==> src/rtl/if_stage_pkg.sv <==
// Shared constants for the fetch stage and the ID-side decode that drives its redirects.
// Default reset PC, bubble instruction word, instruction width and the j/jal/beq/bne opcodes.
package if_stage_pkg;

    localparam int unsigned INS_W = 32;

    localparam logic [INS_W-1:0] RESET_PC_DEFAULT = 32'h0000_0000;
    localparam logic [INS_W-1:0] NOP_INS_DEFAULT  = 32'h0000_0000;

    localparam logic [5:0] OP_J   = 6'h02;
    localparam logic [5:0] OP_JAL = 6'h03;
    localparam logic [5:0] OP_BEQ = 6'h04;
    localparam logic [5:0] OP_BNE = 6'h05;

endpackage

==> src/rtl/if_stage_if_id_reg.sv <==
// IF/ID pipeline register: holds on stall, otherwise loads either a real fetch or a bubble.
module if_id_reg
    import if_stage_pkg::*;
#(
    parameter logic [INS_W-1:0] NOP_INS = NOP_INS_DEFAULT
) (
    input  logic             clock,
    input  logic             reset,
    input  logic             hold,
    input  logic             load,
    input  logic [INS_W-1:0] ins_next,
    input  logic [31:0]      pc4_next,
    output logic [INS_W-1:0] ins,
    output logic [31:0]      pc4,
    output logic             valid
);

    always_ff @(posedge clock or negedge reset) begin
        if (!reset) begin
            ins   <= NOP_INS;
            pc4   <= '0;
            valid <= 1'b0;
        end else if (!hold) begin
            if (load) begin
                ins   <= ins_next;
                pc4   <= pc4_next;
                valid <= 1'b1;
            end else begin
                ins   <= NOP_INS;
                pc4   <= '0;
                valid <= 1'b0;
            end
        end
    end

endmodule

==> src/rtl/if_stage.sv <==
// MIPS instruction-fetch stage: PC register, next-PC selection and the IF/ID register.
// Priority per edge: hold, redirect (branch over jump), flush, memory not ready, normal fetch.
module if_stage
    import if_stage_pkg::*;
#(
    parameter logic [31:0]      RESET_PC = if_stage_pkg::RESET_PC_DEFAULT,
    parameter logic [INS_W-1:0] NOP_INS  = if_stage_pkg::NOP_INS_DEFAULT
) (
    input  logic             clock,
    input  logic             reset,
    input  logic             hold,
    input  logic             flush,
    input  logic             branch_taken,
    input  logic [31:0]      branch_target,
    input  logic             jump,
    input  logic [31:0]      jump_target,
    input  logic             imem_ready,
    input  logic [INS_W-1:0] imem_data,
    output logic [31:0]      imem_addr,
    output logic [31:0]      pc,
    output logic [INS_W-1:0] if_id_ins,
    output logic [31:0]      if_id_pc4,
    output logic             if_id_valid,
    output logic [31:0]      fetch_count
);

    logic        redirect;
    logic [31:0] target;
    logic [31:0] pc4;
    logic [31:0] pc_next;
    logic        deliver;

    assign redirect  = branch_taken | jump;
    assign target    = (branch_taken ? branch_target : jump_target) & 32'hFFFF_FFFC;
    assign pc4       = pc + 32'd4;
    assign imem_addr = pc;

    always_comb begin
        pc_next = pc;
        deliver = 1'b0;
        if (!hold) begin
            if (redirect) begin
                pc_next = target;
            end else if (flush) begin
                pc_next = imem_ready ? pc4 : pc;
            end else if (imem_ready) begin
                pc_next = pc4;
                deliver = 1'b1;
            end
        end
    end

    always_ff @(posedge clock or negedge reset) begin
        if (!reset) begin
            pc <= RESET_PC;
        end else begin
            pc <= pc_next;
        end
    end

    // Counts only real deliveries into IF/ID and sticks at all-ones.
    always_ff @(posedge clock or negedge reset) begin
        if (!reset) begin
            fetch_count <= '0;
        end else if (deliver && (fetch_count != 32'hFFFF_FFFF)) begin
            fetch_count <= fetch_count + 32'd1;
        end
    end

    if_id_reg #(
        .NOP_INS (NOP_INS)
    ) u_if_id_reg (
        .clock    (clock),
        .reset    (reset),
        .hold     (hold),
        .load     (deliver),
        .ins_next (imem_data),
        .pc4_next (pc4),
        .ins      (if_id_ins),
        .pc4      (if_id_pc4),
        .valid    (if_id_valid)
    );

endmodule
==> config.mk <==
export PLATFORM = sky130hd
export DESIGN_NAME = if_stage
export DESIGN_NICKNAME = d
export VERILOG_FILES = /design/src/rtl/if_stage_pkg.sv /design/src/rtl/if_stage_if_id_reg.sv /design/src/rtl/if_stage.sv
export SDC_FILE = /design/constraint.sdc
export NUM_CORES = 1
export LEC_CHECK = 0
export CORE_ASPECT_RATIO = 0.8
export CORE_MARGIN = 5
export CORE_UTILIZATION = 47
export DETAILED_ROUTE_END_ITERATION = 12
export PLACE_DENSITY = 0.86
export SLEW_MARGIN = 20
export SYNTH_ARGS = -nofsm -noshare
export SYNTH_HDL_FRONTEND = slang
export SYNTH_SLANG_ARGS = --single-unit
==> constraint.sdc <==
create_clock -name clock -period 6.1 [get_ports clock]
set_clock_uncertainty 0.1 [all_clocks]
set_input_delay 0.61 -clock clock [delete_from_list [all_inputs] [get_ports clock]]
set_output_delay 0.61 -clock clock [all_outputs]
set_load 0.02 [all_outputs]
; Word level (Yosys, flattened, before mapping)
; Index checks and enable logic that the tools add are counted.
[word_totals]
reg_bits = 129
in_bits = 103
out_inout_bits = 161
[op_classes]
addsub = 2
n_eq_ne = 1
mux = 10
bitwise = 2
reduce_logical = 3
[ops]
columns = op, n
row1 = 32-bit 2-to-1 mux, 5
row2 = 32-bit by 1-bit adder with 32-bit output (second input constant), 1
row3 = 32-bit by 3-bit adder with 32-bit output (second input constant), 1
row4 = 32-bit != test (second input constant), 1
row5 = 1-bit 2-to-1 mux, 5
row6 = 2-bit AND reduction, 1
row7 = 2-bit nonzero test, 1
row8 = 1-bit logical AND, 1
row9 = 1-bit inverter, 1
row10 = 1-bit bitwise OR, 1

; Longest topological paths before layout
; Gate-level depths: netlist of the first run.
[depth]
word_depth = 5
mapped_depth = 8
depth_no_buf = 6

; By module
; From an unflattened synthesis of the first run, not the netlist that was laid out.
[hier_totals]
hier_cells = 749
area_unflattened_um2 = 6759.0
[modules_own_cells]
columns = mod, instances, cells_per_inst, area_each_um2, seq_area_each_um2
row1 = if_stage, 1, 470, 4199.0, 1551.5
row2 = if_id_reg, 1, 279, 2560.0, 1626.6

; Worst setup path after synthesis of the first run
; OpenSTA, ideal clock, no wires.
[synth_path]
path_kind = in2reg
from = input jump
to = register fetch_count[31]
arrival_time_ns = 2.021
t_required_ns = 5.875
path_slack_ns = 3.854
path_stages = 6
path_cell_list = buf_2 nor4_2 nand2_1 nor3_2 or3b_1 mux2_2
[synth_between]
elab_chain_cells = 4
[synth_rtl]
columns = element, line_no
row1 = start: declaration, if_stage.sv:15  ; input logic jump,
row2 = 1-bit bitwise OR, if_stage.sv:33  ; assign redirect = branch_taken | jump;
row3 = 1-bit 2-to-1 mux, if_stage.sv:42  ; if (redirect) begin
row4 = 1-bit 2-to-1 mux, if_stage.sv:41  ; if (!hold) begin
row5 = 1-bit logical AND, if_stage.sv:65  ; end else if (deliver && (fetch_count != 32'hFFFF_FFFF)) begin
row6 = end signal: assignment, if_stage.sv:66  ; fetch_count <= fetch_count + 32'd1;
row7 = end: declaration, if_stage.sv:24  ; output logic [31:0] fetch_count
; Every way passes these cells.
; A chain may end at the register's enable or synchronous reset.

; Worst setup path in the final report of the first run
[layout_path]
from = input branch_taken
to = register pc[28] (netlist: imem_addr[28])
[layout_between]
elab_chain_cells = 3
[layout_rtl]
columns = element, line_no
row1 = start: declaration, if_stage.sv:13  ; input logic branch_taken,
row2 = 1-bit bitwise OR, if_stage.sv:33
row3 = 2-bit nonzero test (no source line), -
row4 = 2-bit AND reduction (no source line), -
row5 = end signal: assignment, if_stage.sv:57  ; pc <= pc_next;
row6 = end: declaration, if_stage.sv:20  ; output logic [31:0] pc,
; Several ways; a longest one is shown, not always the timed one.

==> results of run 1 <==
==> critical path: stages <==
cell and delay (ns):
clkdlybuf4s50_1 0.82, or2_2 0.78, o21bai_4 0.92, nor2_1 0.11, a21oi_1 0.15, o211ai_1 0.11
==> synth_stat cells, drive strengths merged, types with 2 or more instances <==
cell type,n,area share
dfrtp,125,0.48
nand2,59,0.034
o21ai,51,0.040
buf,45,0.049
xnor2,44,0.059
a22o,40,0.054
nor2,35,0.020
nand3,33,0.030
clkbuf,32,0.019
nand4,22,0.021
a21oi,20,0.015
inv,18,0.010
and3,15,0.014
a22oi,14,0.016
xor2,12,0.016
o22ai,11,0.011
o31a,11,0.015
and4,9,0.012
nor4,9,0.016
a222oi,6,0.0092
o2bb2ai,6,0.0080
nor3,4,0.0038
and2,3,0.0031
mux2,3,0.0052
mux2i,3,0.0046
o211ai,3,0.0034
o311ai,3,0.0040
ha,2,0.0038
o31ai,2,0.0023
or2,2,0.0019
or4,2,0.0029
==> logic make-up after synthesis <==
group,count (synthesis)
adders and majority gates,2
buffers and inverters,96
DFF,125
AOI/OAI and AO/OA,174
other,1
and+or+nand+nor,197
muxes,6
xor gates and xnor gates,56
==> power groups by stage <==
stage	clock network (mW)	logic, mW	registers (mW)
finish	1.00	0.519	0.960
global placement	0	0.512	0.971
detailed placement	0	0.519	0.973
CTS	1.02	0.523	0.959
floorplan	0	0.233	1.01
global route	1.05	0.554	0.971
==> metal layers <==
layer	vias to the layer above	share of wire	track usage
met5	-	0	0
met4	0	0.015	0.0735
met3	21	0.078	0.0644
met2	268	0.49	0.431
met1	2939	0.42	0.346
li1	2770	-	-
==> metrics by stage <==
stage	setup WS, ns	utilization	cell area [sq um]	instances	total power, mW
2_1_floorplan	3.85	-	6560	662	1.24
3_3_place_gp	2.07	0.655	8910	1023	1.48
3_5_place_dp	2.04	0.655	8910	1023	1.49
4_1_cts	2.47	0.698	9490	1055	2.50
5_1_grt	2.53	0.699	9500	1055	2.58
6_report	2.75	0.699	9500	1055	2.48
==> path summary, 6_finish.rpt <==
kind / from / to / slack (ns) / depth (start not counted)
setup / recovery: branch_taken / imem_addr[28]$_DFFE_PN0P_ / 2.75 / 6
hold / removal: reset / fetch_count[31]$_DFFE_PN0P_ / 0.15 / 1
setup reg to reg: imem_addr[2]$_DFFE_PN0P_ / imem_addr[18]$_DFFE_PN0P_ / 3.64 / 6
hold reg to reg: u_if_id_reg.valid$_DFFE_PN0N_ / u_if_id_reg.valid$_DFFE_PN0N_ / 0.38 / 2
max in group asynchronous: reset / fetch_count[8]$_DFFE_PN0P_ / 4.34 / 2
min in group clock: u_if_id_reg.valid$_DFFE_PN0N_ / u_if_id_reg.valid$_DFFE_PN0N_ / 0.38 / 2
==> final cells by class <==
| cell class | instances | area (sq um) | area share |
|---|---|---|---|
| clock buffer | 19 | 443 | 0.0466 |
| clock inverter | 13 | 139 | 0.0146 |
| inverter | 18 | 67.6 | 0.00711 |
| multi-input combinational | 441 | 2930 | 0.308 |
| sequential | 125 | 3130 | 0.329 |
| tap | 180 | 225 | 0.0237 |
| timing repair buffer | 259 | 2570 | 0.271 |
==> state kept, by name, summed over array words and instances, names as in the netlist <==
name,cells
u_if_id_reg.ins,32
fetch_count,32
u_if_id_reg.valid,1
imem_addr,30
u_if_id_reg.pc4,30
==> impl_metrics.tcl, run 1 <==
set metrics [dict create \
    grt_use_total 0.261 \
    finalWirelength_microns 21400 \
    synth_xor_area_frac 0.0750 \
    intPower_mw 1.75 \
    start_util 0.481 \
    rsz0062_at_grt "false" \
    cts_buffers 17 \
    finalSetupViolCount 0 \
    syn_to_final_growth_pct 45.3 \
    fin_nets 967 \
    synth_compound_area_frac 0.187 \
    synth_edf_count 0 \
    htree_levels 4 \
    final_cell_mix "251 x clkdlybuf4s50_1, 125 x dfrtp_1, 58 x nand2_1, 49 x o21ai_0, 44 x xnor2_1" \
    postCtsSetupBuffers 0 \
    power_frac_seq 0.387 \
    rows 38 \
    ctsHoldBuffers 0 \
    arrival_ns 3.52 \
    worstPathRequired_ns 6.28 \
    ys_types 55 \
    grt_pass1_wl_microns 33500 \
    drc_errors 0 \
    firstDrtPassIters 5 \
    ant_nets 0 \
    cts_resized 0 \
    avgSynthCellArea_sq_um 9.95 \
    period_share 0.549 \
    drive_above_1_share 0.0697 \
    grt_pass1_vias 5978 \
    muxShareOfSynthArea 0.00976 \
    dp_hpwl_microns 15300 \
    grt_max_degree 74 \
    die_area_sq_mm 0.0164 \
    drv_cap 0 \
    synth.ff_latch_count 125 \
    cts.path.max_buffers 2 \
    netSwitchingFraction 0.297 \
    cts_sinks 125 \
    status "finished, final reports clean" \
    timing.setup.tns_ns 0 \
    crit_path_end_kind "register" \
    drt_iter0_drc 465 \
    period_needed_ns 3.35 \
    coreArea_sq_mm 0.0136 \
    portBuffers 253 \
    synth_top_family_by_area "compound AO/OA/AOI/OAI gates" \
    dieHeight_microns 115 \
    gp_congestion 0.857 \
    slew_violations 0 \
    die_x_microns 142 \
    synthArstFlopShare 1.00 \
    pin_count 264 \
    leakagePower_nw 3.93 \
    synth_cells 657 \
    hold_viol_final 0 \
    crit_type "in -> reg" \
    synthSimpleGateAreaFrac 0.166 \
    path_clk_slew_ns 0.06 \
    avgViaCountPerCell 5.69 \
    p_clk_frac 0.404 \
    hp-class "in -> async" \
    whs_ns 0.151 \
    synth-main-ff-cell "dfrtp_1" \
    root_buffer "clkbuf_16" \
    p_sw_mw 0.738 \
    powerDensity_mw_per_mm2 261 \
    grt_overflow 0 \
    diodes 0 \
    fill_cells 1028 \
    slew_headroom 0.295 \
    synth_fa_ha_area_frac 0.00383 \
    yosysWarnings 0 \
    critPathMaxFanout 48 \
    clkLatencyLatePin_ns 0.41 \
    cts_tree "yes" \
    worst_pin_slew_ns 1.06 \
    wl_per_cell_microns 20.3 \
    ys_seq_area_frac 0.479 \
    timing.fmax_ghz 0.299 \
    layout_commonest_cell "clkdlybuf4s50_1" \
    antenna_found_initial 0 \
    synth.cell_area_sq_mm 0.00654 \
    ir_worst_vdd_uv 221 \
    vias 5998 \
    crit_path_start_kind "input port" \
    pwr-share-comb 0.209 \
]
No activity file was read; power rests on OpenSTA's default activity.
==> run 2, diff against run 1 <==
--- a/config.mk
+++ b/config.mk
@@ -7,9 +7,9 @@
 export LEC_CHECK = 0
 export CORE_ASPECT_RATIO = 0.8
 export CORE_MARGIN = 5
-export CORE_UTILIZATION = 47
+export CORE_UTILIZATION = 44
 export DETAILED_ROUTE_END_ITERATION = 12
-export PLACE_DENSITY = 0.86
+export PLACE_DENSITY = 0.81
 export SLEW_MARGIN = 20
 export SYNTH_ARGS = -nofsm -noshare
 export SYNTH_HDL_FRONTEND = slang
==> constraint.sdc (replaced) <==
create_clock -name clock -period 3.5 [get_ports clock]
set_clock_uncertainty 0.1 [all_clocks]
set_input_delay 0.35 -clock clock [delete_from_list [all_inputs] [get_ports clock]]
set_output_delay 0.35 -clock clock [all_outputs]
set_load 0.02 [all_outputs]
==> impl_metrics.tcl, run 2 (synthesis gave the netlist of run 1 again) <==
set metrics [dict create \
    syn_to_final_growth_pct 45.9 \
    rows 39 \
    timing.fmax_ghz 0.398 \
    avgViaCountPerCell 5.69 \
    dieHeight_microns 119 \
    antenna_found_initial 1 \
    r2r_cells 6 \
    finalSetupViolCount 0 \
    drt_iter0_drc 471 \
    final_cell_mix "251 x clkdlybuf4s50_1, 125 x dfrtp_1, 59 x nand2_1, 49 x o21ai_0, 44 x xnor2_1" \
    fin_nets 971 \
    portBuffers 253 \
    cts_sinks 125 \
    ant_nets 0 \
    die_area_sq_mm 0.0174 \
    worstPathRequired_ns 3.68 \
    period_share 0.718 \
    grt_use_total 0.245 \
    grt_pass1_wl_microns 34200 \
    vias 6058 \
    cts_tree "yes" \
    ctsHoldBuffers 0 \
    coreArea_sq_mm 0.0144 \
    path_clk_slew_ns 0.06 \
    hp-class "in -> async" \
    powerDensity_mw_per_mm2 456 \
    rsz0062_at_grt "false" \
    crit_path_end_kind "register" \
    slew_violations 0 \
    pin_count 264 \
    gp_congestion 0.820 \
    failed_checks "hold timing" \
    final_cells 1064 \
    wl_per_cell_microns 20.2 \
    root_buffer "clkbuf_16" \
    design_area_sq_mm 0.00954 \
    top_regs "fetch_count (32), u_if_id_reg.ins (32)" \
    period_needed_ns 2.51 \
    status "complete, but fails checks" \
    postCtsSetupBuffers 0 \
    grt_overflow 0 \
    crit_path_start_kind "register" \
    grt_pass1_vias 6087 \
    slew_headroom 0.392 \
    timing.setup.tns_ns 0 \
    place_inst 1031 \
    critPathMaxFanout 8 \
    firstDrtPassIters 5 \
    whs_ns -0.0453 \
    clkLatencyLatePin_ns 0.42 \
    ir_worst_vdd_uv 327 \
    worst_pin_slew_ns 0.912 \
    start_util 0.453 \
    drc_errors 0 \
    drv_cap 0 \
    arrival_ns 2.70 \
    finish.utilization 0.660 \
    dp_hpwl_microns 15100 \
    crit_type "reg -> reg" \
    finalWirelength_microns 21400 \
    place_area_sq_mm 0.00895 \
    cts_resized 0 \
    cts_buffers 17 \
    leakagePower_nw 3.94 \
    htree_levels 4 \
    drive_above_1_share 0.0717 \
    die_x_microns 146 \
    grt_max_degree 113 \
    layout_commonest_cell "clkdlybuf4s50_1" \
    hold_viol_final 22 \
    cts.path.max_buffers 2 \
]
## run 2: power breakdown
group / total [mW] / internal (mW) / leakage (nW) / switching [mW]
clock: 1.76 / 1.07 / 0.280 / 0.692
combinational: 0.904 / 0.446 / 1.98 / 0.457
sequential: 1.68 / 1.53 / 1.68 / 0.153
total: 4.35 / 3.04 / 3.94 / 1.30
## run 2: through the flow
stage | power (mW) | setup WS [ns] | hold WS, ns
global route | 4.51 | 0.816 | 0.0315
CTS | 4.37 | 1.00 | 0.0307
finish | 4.35 | 0.988 | -0.0453
global placement | 2.59 | 0.884 | 0.366
floorplan | 2.16 | 1.28 | -0.0456
detailed placement | 2.61 | 0.880 | 0.372
## run 2: cell type report
type / count / area, sq um
fill: 1167 / 4910
timing repair buffer: 263 / 2610
clock inverter: 13 / 138
inverter: 18 / 67.6
antenna: 1 / 2.50
sequential: 125 / 3130
clock buffer: 19 / 443
tap: 184 / 230
multi-input combinational: 441 / 2920
## run 2: path summary, 6_finish.rpt
| kind | slack (ns) | startpoint | to |
|---|---|---|---|
| hold / removal | -0.05 | reset | fetch_count[27]$_DFFE_PN0P_ |
| max in group asynchronous | 2.54 | reset | imem_addr[17]$_DFFE_PN0P_ |
| setup reg to reg | 0.99 | imem_addr[2]$_DFFE_PN0P_ | u_if_id_reg.pc4[18]$_DFFE_PN0N_ |
| min in group clock | 0.38 | u_if_id_reg.pc4[11]$_DFFE_PN0N_ | u_if_id_reg.pc4[11]$_DFFE_PN0N_ |
| setup / recovery | 0.99 | imem_addr[2]$_DFFE_PN0P_ | u_if_id_reg.pc4[18]$_DFFE_PN0N_ |
| hold reg to reg | 0.38 | u_if_id_reg.pc4[11]$_DFFE_PN0N_ | u_if_id_reg.pc4[11]$_DFFE_PN0N_ |
## run 2: per-layer routing
layer  vias to the layer above  global-route usage  routed length [microns]
li1                       2772                   -                        -
met1                      2968               0.340                     9430
met2                       288               0.387                    10000
met3                        30              0.0604                     1630
met4                         0              0.0705                      364
met5                         -                   0                        0
## run 2: worst max-delay path: stages (launching register included)
cell and delay, ns:
dfrtp_1 0.57, ha_1 0.33, nand3_1 0.16, nor4_1 0.62
and3_1 0.34, xnor2_1 0.16, o21ai_0 0.10
==> run 3, diff against run 2 <==
--- a/config.mk
+++ b/config.mk
@@ -7,9 +7,9 @@
 export LEC_CHECK = 0
 export CORE_ASPECT_RATIO = 0.8
 export CORE_MARGIN = 5
-export CORE_UTILIZATION = 44
+export CORE_UTILIZATION = 40
 export DETAILED_ROUTE_END_ITERATION = 12
-export PLACE_DENSITY = 0.81
+export PLACE_DENSITY = 0.78
 export SLEW_MARGIN = 20
 export SYNTH_ARGS = -nofsm -noshare
 export SYNTH_HDL_FRONTEND = slang
==> constraint.sdc (replaced) <==
create_clock -name clock -period 2.2 [get_ports clock]
set_clock_uncertainty 0.1 [all_clocks]
set_input_delay 0.22 -clock clock [delete_from_list [all_inputs] [get_ports clock]]
set_output_delay 0.22 -clock clock [all_outputs]
set_load 0.02 [all_outputs]
==> impl_metrics.tcl, run 3 (synthesis gave the netlist of run 1 again) <==
set metrics [dict create \
    status "finished, final reports clean" \
    place_area_sq_mm 0.00938 \
    slew_headroom 0.356 \
    worst_pin_slew_ns 0.962 \
    diodes 0 \
    path_clk_slew_ns 0.06 \
    portBuffers 253 \
    arrival_ns 2.31 \
    die_x_microns 153 \
    dieHeight_microns 124 \
    whs_ns 0.197 \
    rsz0062_at_grt "false" \
    period_share 0.941 \
    multi_input_area_sq_mm 0.00295 \
    crit_path_start_kind "register" \
    slew_violations 0 \
    drive_above_1_share 0.128 \
    coreArea_sq_mm 0.0159 \
    finish.utilization 0.629 \
    critical_path.max_stage_delay_ns 0.57 \
    layout_setup_ws_ns 0.129 \
    power.total_mw 6.97 \
    vias 6159 \
    pin_count 264 \
    syn_to_final_growth_pct 53.1 \
    grt_max_degree 49 \
    grt_pass1_vias 6191 \
    hold_viol_final 0 \
    place_ws_ns -0.284 \
    grt_use_total 0.228 \
    fill_cells 1326 \
    powerDensity_mw_per_mm2 696 \
    design_area_sq_mm 0.0100 \
    start_util 0.411 \
    drt_iter0_drc 458 \
    hp-class "in -> async" \
    rows 41 \
    final_cell_mix "251 x clkdlybuf4s50_1, 124 x dfrtp_1, 59 x nand2_1, 54 x buf_4, 49 x o21ai_0" \
    dp_hpwl_microns 16400 \
    firstDrtPassIters 7 \
    path_cells "nand3_4 -> nor4_4 -> nand4_1 -> o31a_1 -> o22ai_1" \
    top_regs "fetch_count (32), u_if_id_reg.ins (32)" \
    leakagePower_nw 4.19 \
    root_buffer "clkbuf_16" \
    htree_levels 4 \
    timing.fmax_ghz 0.483 \
    critPathMaxFanout 8 \
    fin_nets 1019 \
    drc_errors 0 \
    die_area_sq_mm 0.0190 \
    finalWirelength_microns 22000 \
    seq_area_sq_mm 0.00313 \
    layout_commonest_cell "clkdlybuf4s50_1" \
    crit_slowest_cell "nor4_4" \
    crit_path_end_kind "register" \
    avgViaCountPerCell 5.39 \
    crit_type "reg -> reg" \
    ant_nets 0 \
    gp_congestion 0.841 \
    grt_overflow 0 \
    finalSetupViolCount 0 \
    period_needed_ns 2.07 \
    worstPathRequired_ns 2.44 \
    cts_buffers 17 \
    cts_tree "yes" \
    antenna_found_initial 0 \
    clkLatencyLatePin_ns 0.42 \
    cts.path.max_buffers 2 \
    wl_per_cell_microns 19.3 \
    cts_sinks 125 \
    grt_pass1_wl_microns 34900 \
    ir_worst_vdd_uv 532 \
    drv_cap 0 \
]
run 3: cell types whose count changed in the layout (fill, tap and decap cells not counted), sizes merged:
cell	previous run	this run
buf	11	59
clkbuf	20	21
inv	22	21
clkinvlp	3	5
diode	1	0
bufinv	2	1
dlygate4sd3	0	1
clkinv	4	2
run 3: final cells by class:
cell class,count,area share
clock buffers,21,0.0480
clock inverters,11,0.0108
inverters,18,0.00675
multi-input cells,441,0.295
flip-flops and latches,125,0.313
well taps,215,0.0269
repair buffers,311,0.300
run 3: report_power, final:
group	internal, mW	leakage, nW	switching (mW)
registers	2.43	1.68	0.160
logic	0.799	2.24	0.836
clock network	1.68	0.275	1.05
run 3: worst paths after layout:
kind	from	endpoint	slack (ns)	depth (start not counted)
max in group asynchronous	reset	u_if_id_reg.ins[23]$_DFFE_PN0N_	1.09	3
min in group clock	hold	imem_addr[30]$_DFFE_PN0P_	0.20	3
hold / removal	reset	fetch_count[27]$_DFFE_PN0P_	0.20	2
hold reg to reg	u_if_id_reg.pc4[5]$_DFFE_PN0N_	u_if_id_reg.pc4[5]$_DFFE_PN0N_	0.39	2
setup / recovery	imem_addr[13]$_DFFE_PN0P_	imem_addr[21]$_DFFE_PN0P_	0.13	5
setup reg to reg	imem_addr[13]$_DFFE_PN0P_	imem_addr[21]$_DFFE_PN0P_	0.13	5
run 3: per-layer routing:
| metal | global-route usage | vias to the layer above | part of all wire |
|---|---|---|---|
| met4 | 0.0613 | 0 | 0.014 |
| li1 | - | 2870 | - |
| met5 | 0 | - | 0 |
| met2 | 0.353 | 260 | 0.46 |
| met1 | 0.315 | 3006 | 0.45 |
| met3 | 0.0632 | 23 | 0.076 |
run 3: per-stage QoR:
stage,setup TNS [ns],instances
6_report,0,1142
5_1_grt,0,1142
3_5_place_dp,-3.90,1109
2_1_floorplan,-0.0418,662
3_3_place_gp,-3.71,1109
4_1_cts,0,1142
run 3: critical path, delay by kind of cell (launching register included):
kind	cells	cell delay, ns
AOI/OAI and AO/OA	2	0.47
DFF	1	0.40
and+or+nand+nor	3	1.01
run 3: what timing repair did:
action / CTS / global route
setup endpoints to repair: 0 / 12
hold endpoints to repair: 44 / 0
hold buffers: 1 / 0
resized for setup: 0 / 7
setup buffers: 0 / 0
